==> src/rtl/mole_round_scheduler.sv <==
// ============================================================================
//  Module      : mole_round_scheduler
//  Description : Game sequencer for the whack-a-mole design. Owns the round
//                state machine, the round timer (seconds remaining), the
//                per-mole lifetime and the empty-board cooldown, the score
//                and miss counters, and the difficulty ramp that shortens
//                the mole lifetime on every hit.
//
//  Ports
//    clk          : the only clock, rising-edge
//    rst          : asynchronous, active-high reset
//    i_tick       : single-cycle timebase strobe (TICKS_PER_SEC per second)
//    i_start      : start request, honoured only in IDLE or OVER
//    i_hit        : current mole struck (debounced, single-cycle)
//    i_rand_row   : pseudo-random row candidate for the next mole
//    i_rand_col   : pseudo-random column candidate for the next mole
//    o_is_started : a round is in progress
//    o_mole_valid : a mole is displayed and can be hit
//    o_mole_row   : row of the current mole
//    o_mole_col   : column of the current mole
//    o_time_left  : seconds remaining in the round
//    o_score      : hits this round (saturating at MAX_SCORE)
//    o_misses     : moles that timed out this round (saturating at 255)
//    o_game_over  : one-cycle pulse when a round ends
//
//  Revision    : 1.0  initial release
// ============================================================================

`default_nettype none

module mole_round_scheduler #(
    parameter int TICKS_PER_SEC     = 1000,
    parameter int GAME_TIME         = 60,
    parameter int MOLE_TIMEOUT_INIT = 1500,
    parameter int MOLE_TIMEOUT_MIN  = 400,
    parameter int TIMEOUT_STEP      = 100,
    parameter int COOLDOWN_TICKS    = 200,
    parameter int MAX_SCORE         = 999
) (
    input  logic       clk,
    input  logic       rst,
    input  logic       i_tick,
    input  logic       i_start,
    input  logic       i_hit,
    input  logic [1:0] i_rand_row,
    input  logic [1:0] i_rand_col,
    output logic       o_is_started,
    output logic       o_mole_valid,
    output logic [1:0] o_mole_row,
    output logic [1:0] o_mole_col,
    output logic [5:0] o_time_left,
    output logic [9:0] o_score,
    output logic [7:0] o_misses,
    output logic       o_game_over
);

    // ------------------------------------------------------------------------
    // Constants
    // ------------------------------------------------------------------------
    localparam int SEC_W = (TICKS_PER_SEC > 1) ? $clog2(TICKS_PER_SEC) : 1;

    localparam logic [SEC_W-1:0] c_sec_last      = SEC_W'(TICKS_PER_SEC - 1);
    localparam logic [5:0]       c_game_time     = 6'(GAME_TIME);
    localparam logic [15:0]      c_timeout_init  = 16'(MOLE_TIMEOUT_INIT);
    localparam logic [15:0]      c_timeout_min   = 16'(MOLE_TIMEOUT_MIN);
    localparam logic [15:0]      c_timeout_step  = 16'(TIMEOUT_STEP);
    localparam logic [15:0]      c_cool_last     = 16'(COOLDOWN_TICKS - 1);
    localparam logic [9:0]       c_max_score     = 10'(MAX_SCORE);
    localparam logic [7:0]       c_max_misses    = 8'd255;

    // ------------------------------------------------------------------------
    // State encoding
    // ------------------------------------------------------------------------
    typedef enum logic [2:0] {
        S_IDLE     = 3'd0,
        S_SPAWN    = 3'd1,
        S_ACTIVE   = 3'd2,
        S_COOLDOWN = 3'd3,
        S_OVER     = 3'd4
    } state_t;

    state_t           r_state;

    // ------------------------------------------------------------------------
    // Registers
    // ------------------------------------------------------------------------
    logic [SEC_W-1:0] r_sec_cnt;       // ticks within the current second
    logic [15:0]      r_mole_timer;    // ticks the current mole has been up
    logic [15:0]      r_cool_cnt;      // ticks spent in the empty-board gap
    logic [15:0]      r_cur_timeout;   // current mole lifetime in ticks
    logic             r_is_started;
    logic             r_mole_valid;
    logic [1:0]       r_mole_row;
    logic [1:0]       r_mole_col;
    logic [5:0]       r_time_left;
    logic [9:0]       r_score;
    logic [7:0]       r_misses;
    logic             r_game_over;

    // ------------------------------------------------------------------------
    // Combinational helpers
    // ------------------------------------------------------------------------
    logic             w_playing;
    logic             w_second_done;
    logic             w_mole_expired;
    logic             w_cool_done;
    logic [1:0]       w_spawn_col;
    logic [15:0]      w_stepped_timeout;
    logic [15:0]      w_next_timeout;
    logic [9:0]       w_score_inc;
    logic [7:0]       w_misses_inc;

    always_comb begin
        w_playing = (r_state == S_SPAWN) || (r_state == S_ACTIVE) ||
                    (r_state == S_COOLDOWN);

        w_second_done  = i_tick && (r_sec_cnt == c_sec_last);
        w_mole_expired = i_tick && (r_mole_timer == (r_cur_timeout - 16'd1));
        w_cool_done    = i_tick && (r_cool_cnt == c_cool_last);

        // Never respawn on the square just vacated: nudge the column so the
        // player always sees the mole move.
        if ({i_rand_row, i_rand_col} == {r_mole_row, r_mole_col}) begin
            w_spawn_col = i_rand_col + 2'd1;
        end else begin
            w_spawn_col = i_rand_col;
        end

        // Difficulty ramp: subtract the step without wrapping below zero,
        // then clamp to the lifetime floor.
        w_stepped_timeout = 16'd0;
        if (r_cur_timeout > c_timeout_step) begin
            w_stepped_timeout = r_cur_timeout - c_timeout_step;
        end
        if (w_stepped_timeout < c_timeout_min) begin
            w_next_timeout = c_timeout_min;
        end else begin
            w_next_timeout = w_stepped_timeout;
        end

        w_score_inc  = (r_score >= c_max_score)   ? r_score  : r_score + 10'd1;
        w_misses_inc = (r_misses == c_max_misses) ? r_misses : r_misses + 8'd1;
    end

    // ------------------------------------------------------------------------
    // Game state machine, round timer and counters
    // ------------------------------------------------------------------------
    always_ff @(posedge clk or posedge rst) begin
        if (rst) begin
            r_state       <= S_IDLE;
            r_sec_cnt     <= '0;
            r_mole_timer  <= 16'd0;
            r_cool_cnt    <= 16'd0;
            r_cur_timeout <= c_timeout_init;
            r_is_started  <= 1'b0;
            r_mole_valid  <= 1'b0;
            r_mole_row    <= 2'd0;
            r_mole_col    <= 2'd0;
            r_time_left   <= c_game_time;
            r_score       <= 10'd0;
            r_misses      <= 8'd0;
            r_game_over   <= 1'b0;
        end else begin
            r_game_over <= 1'b0;

            case (r_state)
                S_IDLE, S_OVER: begin
                    if (i_start) begin
                        r_time_left   <= c_game_time;
                        r_score       <= 10'd0;
                        r_misses      <= 8'd0;
                        r_cur_timeout <= c_timeout_init;
                        r_sec_cnt     <= '0;
                        r_mole_timer  <= 16'd0;
                        r_cool_cnt    <= 16'd0;
                        r_is_started  <= 1'b1;
                        r_state       <= S_SPAWN;
                    end
                end

                S_SPAWN: begin
                    r_mole_row   <= i_rand_row;
                    r_mole_col   <= w_spawn_col;
                    r_mole_timer <= 16'd0;
                    r_mole_valid <= 1'b1;
                    r_state      <= S_ACTIVE;
                end

                S_ACTIVE: begin
                    // A hit takes priority over a coincident timeout.
                    if (i_hit) begin
                        r_score       <= w_score_inc;
                        r_cur_timeout <= w_next_timeout;
                        r_mole_valid  <= 1'b0;
                        r_cool_cnt    <= 16'd0;
                        r_state       <= S_COOLDOWN;
                    end else if (w_mole_expired) begin
                        r_misses     <= w_misses_inc;
                        r_mole_valid <= 1'b0;
                        r_cool_cnt   <= 16'd0;
                        r_state      <= S_COOLDOWN;
                    end else if (i_tick) begin
                        r_mole_timer <= r_mole_timer + 16'd1;
                    end
                end

                S_COOLDOWN: begin
                    if (w_cool_done) begin
                        r_state <= S_SPAWN;
                    end else if (i_tick) begin
                        r_cool_cnt <= r_cool_cnt + 16'd1;
                    end
                end

                default: begin
                    r_state <= S_IDLE;
                end
            endcase

            // Round timer. Placed after the case so that round expiry
            // overrides whatever transition the playing state chose, while
            // score/miss updates made above in the same cycle still land.
            if (w_playing && i_tick) begin
                if (w_second_done) begin
                    r_sec_cnt   <= '0;
                    r_time_left <= r_time_left - 6'd1;
                    if (r_time_left == 6'd1) begin
                        r_state      <= S_OVER;
                        r_mole_valid <= 1'b0;
                        r_is_started <= 1'b0;
                        r_game_over  <= 1'b1;
                    end
                end else begin
                    r_sec_cnt <= r_sec_cnt + SEC_W'(1);
                end
            end
        end
    end

    // ------------------------------------------------------------------------
    // Outputs (all registered)
    // ------------------------------------------------------------------------
    assign o_is_started = r_is_started;
    assign o_mole_valid = r_mole_valid;
    assign o_mole_row   = r_mole_row;
    assign o_mole_col   = r_mole_col;
    assign o_time_left  = r_time_left;
    assign o_score      = r_score;
    assign o_misses     = r_misses;
    assign o_game_over  = r_game_over;

endmodule

`default_nettype wire

==> config.mk <==
export PLATFORM = sky130hd
export DESIGN_NAME = mole_round_scheduler
export DESIGN_NICKNAME = d
export VERILOG_FILES = /design/src/rtl/mole_round_scheduler.sv
export SDC_FILE = /design/constraint.sdc
export NUM_CORES = 1
export LEC_CHECK = 0
export ABC_CLOCK_PERIOD_IN_PS = 4900
export CAP_MARGIN = 20
export CORE_ASPECT_RATIO = 0.8
export CORE_MARGIN = 1
export CORE_UTILIZATION = 64
export DETAILED_ROUTE_END_ITERATION = 8
export GPL_ROUTABILITY_DRIVEN = 0
export PLACE_DENSITY = 0.85
export SKIP_CTS_REPAIR_TIMING = 1
export SLEW_MARGIN = 20
export SYNTH_ARGS = -nofsm -noshare
export SYNTH_HDL_FRONTEND = slang
export SYNTH_SLANG_ARGS = --single-unit
==> constraint.sdc <==
create_clock -name clk -period 4.9 [get_ports clk]
set_input_delay 0.49 -clock clk [delete_from_list [all_inputs] [get_ports clk]]
set_output_delay 0.49 -clock clk [all_outputs]
set_load 0.005 [all_outputs]
Yosys cells after proc, flatten, opt, wreduce, memory -nomap -nowiden --
Index checks and enable logic that the tools add are counted.
Cells by class: add/sub/neg operators 9, magnitude comparators 3, eq/ne operators 21, muxes and demuxes 54, reduce and logical (&&, ||, !) cells 19
Operators by type and width (number):
- $mux 16 | 12
- $pmux 16 s3 | 2
- $mux 10 | 6
- $add 16x1->16 const B | 2
- $mux 8 | 4
- $pmux 16 s2 | 1
- $mux 6 | 4
- $mux 3 | 7
- $add 10x1->10 const B | 2
- $ne 2x2->1 const B | 10
- $pmux 10 s2 | 1
- $eq 16x16->1 | 1
- $eq 16x8->1 const B | 1
- $gt 16x7->1 const B | 1
- $lt 16x9->1 const B | 1
- $pmux 8 s2 | 1
- $sub 16x1->16 const B | 1
- $sub 16x7->16 const B | 1
- $reduce_and 5->1 | 3
- $mux 1 | 13
- $pmux 3 s4 | 1
- $eq 10x10->1 const B | 1
- $ge 10x10->1 const B | 1
- $add 8x1->8 const B | 1
- other kinds (20) | 28
Storage, ports and cells: register bits 92, bits of input ports 9, word-level logic and storage cells 119

Logic depth before layout (Yosys ltp) --
depth in word-level cells 9, gate-level depth with buffers 13, depth with buffers taken out 10

Least setup slack after synthesis --
Ideal clock, no wire load.
kind reg2reg, from register r_cur_timeout[2], to register r_cool_cnt[3], library setup time 0.131 ns, arrival time 2.882 ns, slack 1.887 ns, stages on the path, launching flop included 14, buffers on the path 3, cells stage by stage dfstp_2 -> clkbuf_1 -> inv_1 -> ha_1 -> buf_2 -> nor2b_1 -> and2_1 -> nor4_1 -> o2111ai_2 -> a211o_1 -> a21bo_2 -> buf_2 -> o21ai_0 -> o31ai_1
Between the ends: word-level cells in the longest chain between the ends 5
Ends and longest elaborated chain:
- start, declared | RTL line 90 | logic [15:0] r_cur_timeout;
- start signal, assigned | RTL line 154 | r_cur_timeout <= c_timeout_init;
- start signal, assigned | RTL line 172 | r_cur_timeout <= c_timeout_init;
- start signal, assigned | RTL line 193 | r_cur_timeout <= w_next_timeout;
- $sub 16x1->16 | RTL line 118 | w_mole_expired = i_tick && (r_mole_timer == (r_cur_timeout - 16'd1));
- $eq 16x16->1 | RTL line 118
- $logic_and 1x1->1 | RTL line 118
- $ne 3x3->1 (no line)
- $reduce_and 5->1 (no line)
- end signal, assigned | RTL line 211 | r_cool_cnt <= r_cool_cnt + 16'd1;
- end, declared | RTL line 89 | logic [15:0] r_cool_cnt;
No other way between the ends. A chain may end at the register's enable or synchronous reset.

Final worst setup path --
from register r_cur_timeout[2], to register r_misses[7], in the netlist o_misses[7]
Between the ends: word-level cells in the longest chain between the ends 5
Ends and longest elaborated chain:
- $sub 16x1->16 | RTL line 118
- $eq 16x16->1 | RTL line 118
- $logic_and 1x1->1 | RTL line 118
- $ne 2x2->1 (no line)
- $reduce_and 5->1 (no line)
- end signal, assigned | RTL line 198 | r_misses <= w_misses_inc;
- end, declared | RTL line 97 | logic [7:0] r_misses;
No other way between the ends.

==> flow_metrics.tcl <==
set metrics [dict create \
    outcome "finished, final reports clean" \
    cts.sinks 90 \
    grt_pass1_vias 4647 \
    start_util_pct 67.6 \
    layout-drive-gt1-share_pct 7.44 \
    synth_top_cell_by_area "dfrtp_1" \
    rrSetupSlack_ps 1690 \
    leakagePower_nw 2.51 \
    synth_cell_types 71 \
    ir_drop_uv 227 \
    vias 4971 \
    grt_max_degree 51 \
    tns_ps 0 \
    worstPathArrival_ps 3510 \
    min_period_over_period_pct 65.5 \
    max_freq_mhz 312 \
    drv_cap 0 \
    first_pass_iters 5 \
    first_iter_violations 411 \
    drt_wl_total_mm 13.0 \
    hold_viol 0 \
    fp-row-count 29 \
    cts.path.max_buffers 2 \
    skew_ps 11.9 \
    diodes 0 \
    tritoncts "done" \
    post-route-drc-count 0 \
    top_level_ports 40 \
    die_w_um 105 \
    layout_common_cells "79 x dfrtp_1, 74 x nor2_1, 74 x o21ai_0" \
    yosys_warnings 0 \
    synth_area_mm2 0.00547 \
    clock_latency_ps 370 \
    fp.dieH_um 84.7 \
    path_clk_slew_ps 100 \
    cts_buffers 9 \
    setup_viol 0 \
    final_area_mm2 0.00609 \
    postRouteAntennaNets 0 \
    cts-root-buf "clkbuf_8" \
    syn2layout_area_growth_pct 11.4 \
    htreeDepth 3 \
    rsz0062_at_grt "false" \
    final_common_cell "dfrtp_1" \
    synth_cells 630 \
    yosysTopAreaCellShare_pct 36.2 \
    worstPathRequired_ps 5200 \
    placed_area_mm2 0.00589 \
    track_usage_pct 30.5 \
    hp-class "reg -> reg" \
    overflow 0 \
    synth_area_leaders "dfrtp_1 36%, o21ai_0 6.8%, dfstp_2 5.3%" \
    dp_hpwl_mm 8.99 \
    maxSlewHeadroom_pct 29.1 \
    viasPerCell 6.48 \
    synth-edff-count 0 \
    synth_nets 649 \
    timing.rr.start "r_cur_timeout[2]" \
    postSynthAreaPerCell_um2 8.68 \
    min_to "r_cool_cnt[15]" \
    crit_path_start_kind "flop" \
    slew_violations 0 \
    wl_per_cell_um 16.9 \
    worstMarginPinSlew_ps 1060 \
    yosysSeqAreaShare_pct 41.5 \
    grt_antenna_before_repair 0 \
    stdcell_count 767 \
    final_util_pct 75.3 \
    io_buffers 39 \
    fin_nets 673 \
    synthArstFlopShare_pct 100 \
    design.die.area_mm2 0.00892 \
    place_inst 751 \
    grt_pass1_wl_mm 21.9 \
    crit_fanout 11 \
    synth_ff_type "dfrtp_1" \
    path_class "reg -> reg" \
    timing.rr.end "o_misses[7]" \
    fin_crit_ps 3210 \
    hold_depth 1 \
    core_mm2 0.00809 \
    min_from "r_cool_cnt[15]" \
    ys_ff_latch 90 \
    p_per_area_mw_per_mm2 339 \
    worstSetupEndpointType "flop" \
    worstRegToRegCells 10 \
]
## worst max path at each step
stage                                 from               end  cells past startpoint
final                     r_cur_timeout[2]       o_misses[7]                     10
after floorplan           r_cur_timeout[2]     r_cool_cnt[3]                     13
after global routing      r_cur_timeout[2]  r_mole_timer[10]                     11
after CTS                 r_cur_timeout[2]   r_mole_timer[6]                     11
after global placement    r_cur_timeout[2]   r_mole_timer[6]                     11
after detailed placement  r_cur_timeout[2]   r_mole_timer[6]                     11
## power breakdown
group | switching [mW] | internal (mW) | total [mW] | leakage (nW)
combinational | 0.272 | 0.254 | 0.526 | 1.24
clock | 0.285 | 0.241 | 0.526 | 0.105
sequential | 0.167 | 0.846 | 1.01 | 1.17
## layer usage
layer  track usage, %  wire, um
met1             42.0      5740
met2             49.2      6100
met3             5.75       914
met4             9.09       214
met5                0         0
## worst max-delay path: stages (launching register included)
cell and delay [ps]:
dfstp_2 640, inv_1 70, ha_1 330, nor2b_1 200, and2_1 180, nor4_1 390
o2111ai_2 190, nor3_2 280, nor2_1 200, or4_1 500, a21oi_1 160
## layout make-up
| type | instances | area (um^2) |
|---|---|---|
| multi-input cells | 492 | 3000 |
| flip-flops and latches | 90 | 2270 |
| fillers | 579 | 2000 |
| repair buffers | 42 | 413 |
| well taps | 108 | 135 |
| clock buffers | 9 | 124 |
| clock inverters | 7 | 77.6 |
| inverters | 19 | 72.6 |
## cells by family after synthesis
logic type	count (synthesis)	synth area share, %
AOI/OAI and AO/OA	178	20.8
xor gates and xnor gates	38	6.36
adders and majority gates	10	2.29
buffers and inverters	48	3.68
DFF	90	41.5
muxes	3	0.595
and+or+nand+nor	263	24.8
## cell usage after synthesis (3+ instances only)
cell,count
nand4_1,10
nor4_1,4
dfstp_2,11
xnor2_1,19
a31oi_1,10
and4_1,3
inv_1,19
buf_2,8
ha_1,10
nand2b_1,14
nor3_1,10
or3_1,8
o41ai_1,5
o21ai_0,74
o21ai_1,6
or4_1,6
o21a_1,3
nor2b_1,5
dfrtp_1,79
a21o_1,5
clkbuf_1,18
and3_1,20
xor2_1,18
nor2_1,74
o31ai_1,19
a21oi_1,20
o211ai_1,5
nand3_1,30
o2111a_1,3
and2_1,8
nand2_1,54
## metrics by stage
stage                     power (mW)  setup WS, ps  hold slack, ps
after floorplan                 1.39          1890             446
after global placement          1.51          1940             478
after detailed placement        1.53          1770             481
after CTS                       2.06          1720             507
after global routing            2.17          1490             533
final                           2.07          1690             504
## sequential cells by signal, summed over array words and instances (netlist names)
| register | count |
|---|---|
| r_cool_cnt | 16 |
| o_misses | 8 |
| o_time_left | 6 |
| r_sec_cnt | 10 |
| r_mole_timer | 16 |
| o_mole_valid | 1 |
| o_mole_col | 2 |
| o_mole_row | 2 |
| o_is_started | 1 |
| r_cur_timeout | 14 |
| o_score | 10 |
| o_game_over | 1 |
| r_state | 3 |
Note: power is estimated with default switching activity, not from simulation.
